File: config.mk
export PLATFORM = sky130hd
export DESIGN_NAME = ram_loader
export DESIGN_NICKNAME = d
export VERILOG_FILES = /design/src/rtl/ram_loader.sv
export SDC_FILE = /design/constraint.sdc
export NUM_CORES = 1
export LEC_CHECK = 0
export ABC_AREA = 1
export BUFFER_PORTS_ARGS = -buffer_cell sky130_fd_sc_hd__clkbuf_2
export CORE_ASPECT_RATIO = 0.8
export CORE_MARGIN = 2
export CORE_UTILIZATION = 40
export DETAILED_ROUTE_END_ITERATION = 12
export GPL_TIMING_DRIVEN = 1
export MAX_ROUTING_LAYER = met4
export PLACE_DENSITY = 0.72
export RECOVER_POWER = 50
export SLEW_MARGIN = 10
export SYNTH_ARGS = -nofsm -noshare
export SYNTH_HDL_FRONTEND = slang
export SYNTH_SLANG_ARGS = --single-unit
File: constraint.sdc
create_clock -name clk -period 1.68 [get_ports clk]
set_input_delay 0 -clock clk [delete_from_list [all_inputs] [get_ports clk]]
set_output_delay 0 -clock clk [all_outputs]
set_load 0.02 [all_outputs]
File: src/rtl/ram_loader.sv
// ram_loader: streams MEMORY_SIZE words from a valid/ready source into a RAM
// through a shared address/data bus, using an address cycle followed by a write cycle.
module ram_loader #(
  parameter int ADDRESS_WIDTH = 4,
  parameter int WIDTH         = 8,
  parameter int MEMORY_SIZE   = 1 << ADDRESS_WIDTH
) (
  input  logic             clk,
  input  logic             reset_n,
  input  logic             start,
  input  logic             abort,
  input  logic             byte_valid,
  input  logic [WIDTH-1:0] byte_data,
  output logic             byte_ready,
  output logic [WIDTH-1:0] bus_out,
  output logic             ram_addr_enable,
  output logic             ram_write_enable,
  output logic             busy,
  output logic             done
);
  typedef enum logic [2:0] {IDLE, WAIT_BYTE, LOAD_ADDR, WRITE, DONE} state_t;
  state_t state_q, state_d;
  logic [ADDRESS_WIDTH-1:0] addr_q, addr_d;
  logic [WIDTH-1:0] data_q, data_d;
  logic last;
  always_ff @(posedge clk or negedge reset_n)
    if (!reset_n) begin
      state_q <= IDLE;
      addr_q  <= '0;
      data_q  <= '0;
    end else begin
      state_q <= state_d;
      addr_q  <= addr_d;
      data_q  <= data_d;
    end
  always_comb begin
    state_d = state_q;
    addr_d  = addr_q;
    data_d  = data_q;
    last    = addr_q == ADDRESS_WIDTH'(MEMORY_SIZE - 1);
    case (state_q)
      IDLE: if (start) begin
        state_d = WAIT_BYTE;
        addr_d  = '0;
      end
      WAIT_BYTE: if (byte_valid) begin
        state_d = LOAD_ADDR;
        data_d  = byte_data;
      end
      LOAD_ADDR: state_d = WRITE;
      WRITE: begin
        state_d = last ? DONE : WAIT_BYTE;
        addr_d  = last ? addr_q : addr_q + 1'b1;
      end
      DONE: state_d = IDLE;
      default: state_d = IDLE;
    endcase
    // abort wins over every transition; the current WRITE cycle has already driven the RAM
    if (abort && state_q != IDLE) state_d = IDLE;
  end
  assign byte_ready       = state_q == WAIT_BYTE;
  assign ram_addr_enable  = state_q == LOAD_ADDR;
  assign ram_write_enable = state_q == WRITE;
  assign busy             = state_q != IDLE;
  assign done             = state_q == DONE;
  assign bus_out          = state_q == LOAD_ADDR ? WIDTH'(addr_q) :
                            state_q == WRITE     ? data_q : '0;
endmodule
==> impl_metrics.tcl <==
set metrics [dict create \
    drv_slew 0 \
    hold_buffers 10 \
    clock_latency_ns 0.28 \
    rr_startpoint "state_q[2]" \
    worstSetupStartpointType "register" \
    die_h_um 44.9 \
    hold_depth 3 \
    track_usage_pct 20.3 \
    fin_crit_sh_pct 89.2 \
    synth_top_area_share_pct 44.9 \
    internal_power_mw 0.823 \
    yosysSeqAreaShare_pct 44.9 \
    power_frac_seq_pct 38.7 \
    syn_nets 119 \
    cts_setup_buffers 0 \
    worstMarginPinSlew_ns 0.801 \
    rows 14 \
    ys_ff_latch 15 \
    r2r_setup_slack_ns 0.27 \
    finalSetupViolCount 0 \
    min-delay-path-class "in -> reg" \
    path_cells "inv_1, nand3_1, inv_1, a22o_1, clkbuf_2" \
    antenna_found_initial 0 \
    clk_transition_reported_paths_ns 0.08 \
    fin_hold_ws_ns 0.0347 \
    rsz0062_at_grt "no" \
    drt_iter0_drc 22 \
    dr.pass1.iters 4 \
    critPathMaxFanout 6 \
    drive_above_1_share_pct 29.4 \
    routedWlPerCell_um 11.7 \
    finalHoldViolCount 0 \
    finalSetupTns_ns 0 \
    initial_core_util_pct 43.4 \
    setup.worst_path.class "reg -> out" \
    fp.dieW_um 55.1 \
    worstPathRequired_ns 1.68 \
    route.detailed.drc 0 \
    place_congestion 0.810 \
    layout_min_cycle_time_ns 1.50 \
    cts_buffer_depth 2 \
    rr_worst_depth 6 \
    grt_start_max_net_pins 16 \
    cp_top_family "buffers and inverters" \
    dr_total_vias 778 \
    grt_pass1_wl_mm 3.39 \
    cts_resized 0 \
    reg2reg_to "data_q[4]" \
    cts_buffers 3 \
    max_freq_mhz 668 \
    cp.arrival_ns 1.50 \
    cp-end-kind "primary output" \
    cts.htree.levels 1 \
    avgSynthCellArea_um2 7.96 \
    io_pins 26 \
    cp_slowest_stage_delay_ns 0.46 \
    ant_nets 0 \
    hold_end "data_q[3]" \
    first_global_vias 756 \
    max-vdd-ir-drop_mv 0.904 \
    power_switching_mw 0.693 \
    coreArea_um2 1930 \
    maxSlewHeadroom_pct 46.6 \
    min_from "byte_valid" \
    overflow 0 \
    diodes 0 \
    ys_top_cells_by_area "dfrtp_1, nand2_1, nand3_1" \
    cts_sinks 15 \
    synthCells 105 \
    syn_area_um2 836 \
    finalPower_mw 1.52 \
    dp_hpwl_mm 1.38 \
    swShare_pct 45.7 \
    powerDensity_nw_per_um2 1380 \
    wirelength_mm 1.95 \
    worst-path-stages 5 \
    ys_warn_count 0 \
    status "complete, no violations" \
    via_per_inst 4.66 \
    nNetsFinal 158 \
    power_frac_clock_pct 13.7 \
    p_comb_share_pct 47.6 \
    maxCapViolations 0 \
    crit_slowest_cell "dfrtp_1" \
    cts-root-buf "clkbuf_4" \
    yosysTopAreaCell "dfrtp_1" \
    p_leak_nw 0.626 \
    cts_tree "built" \
    synthToLayoutAreaGrowth_pct 31.7 \
    yosysUniqueCellTypes 21 \
    clock_skew_ns 0.00352 \
    die-area_um2 2470 \
    crit_buf_inv 3 \
    io_buffers 25 \
    path_common_cell "inv_1" \
]
-- per-stage QoR --
stage | setup WS [ns] | utilization, % | instance area, um^2 | std cells
global route | 0.0793 | 57.1 | 1100 | 167
detailed placement | 0.430 | 50.8 | 980 | 153
floorplan | 0.463 | - | 836 | 105
finish | 0.182 | 57.1 | 1100 | 167
CTS | 0.173 | 57.4 | 1110 | 167
global placement | 0.475 | 50.8 | 980 | 153
-- worst min-delay path: cells and delay by family --
kind | cells | cell delay (ns)
AND/OR/NAND/NOR | 2 | 0.15
buffers and inverters | 1 | 0.14
-- cell families after synthesis --
family          after synthesis  synth area share [%]
xor+xnor                      1                  1.05
fa+ha+maj                     1                  1.50
flops                        15                  44.9
simple gates                 63                  36.1
buf+inv                      16                  8.38
compound gates                9                  8.08
-- flip-flops by register name, indices dropped and copies added, names as in the netlist --
register,cells
state_q,3
addr_q,4
data_q,8
-- synthesized netlist by cell type --
cell / instances
ha_1: 1
nand3_1: 13
or2_2: 1
nor2_4: 1
a21oi_1: 1
nor2_2: 3
nand2_2: 4
inv_1: 14
dfrtp_1: 15
nor3_1: 1
nand2_4: 2
buf_6: 1
a21oi_2: 4
o21ai_0: 1
inv_4: 1
xor2_1: 1
nand4_1: 2
nand2_1: 28
o21ai_1: 1
a22o_1: 2
nor2_1: 8
-- power by group through the flow --
| stage | clock (mW) | combinational (mW) | sequential, mW |
|---|---|---|---|
| 4_1_cts | 0.212 | 0.725 | 0.585 |
| 2_1_floorplan | 0 | 0.546 | 0.565 |
| 5_1_grt | 0.231 | 0.818 | 0.606 |
| 3_5_place_dp | 0 | 0.703 | 0.591 |
| 3_3_place_gp | 0 | 0.689 | 0.584 |
| 6_report | 0.208 | 0.722 | 0.586 |
-- routing by layer --
layer  track usage (%)  wire [um]  up-vias
met3              5.96         95        5
met4              7.32         25        0
met2              31.0        927       16
li1                  -          -      408
met1              25.7        898      349
met5                 -          0        -
-- placed cells by master, fill, tap and decap left out, drive strengths merged --
| master | synthesis | final |
|---|---|---|
| inv | 15 | 14 |
| o21ai | 2 | 2 |
| nor2 | 12 | 12 |
| ha | 1 | 1 |
| a21oi | 5 | 5 |
| nor3 | 1 | 1 |
| or2 | 1 | 1 |
| nand2 | 34 | 34 |
| a22o | 2 | 2 |
| dfrtp | 15 | 15 |
| nand3 | 13 | 13 |
| dlygate4sd3 | 0 | 10 |
| clkinvlp | 0 | 1 |
| nand4 | 2 | 2 |
| xor2 | 1 | 1 |
| clkbuf | 0 | 29 |
-- how the worst max path moves through the flow --
stage	start	endpoint	slack [ns]
after global routing	state_q[2]	bus_out[5]	0.08
after floorplan	state_q[2]	addr_q[0]	0.46
after global placement	addr_q[0]	addr_q[0]	0.47
after detailed placement	addr_q[0]	addr_q[3]	0.43
after CTS	state_q[0]	bus_out[0]	0.17
final	state_q[0]	bus_out[0]	0.18
-- cell type report --
type | instances | area (um^2)
Tap cell | 24 | 30.0
Clock buffer | 4 | 26.3
Fill cell | 191 | 826
Inverter | 15 | 57.6
Timing Repair Buffer | 35 | 224
Multi-Input combinational cell | 74 | 388
Sequential cell | 15 | 375
(Power assumes the default switching activity.)
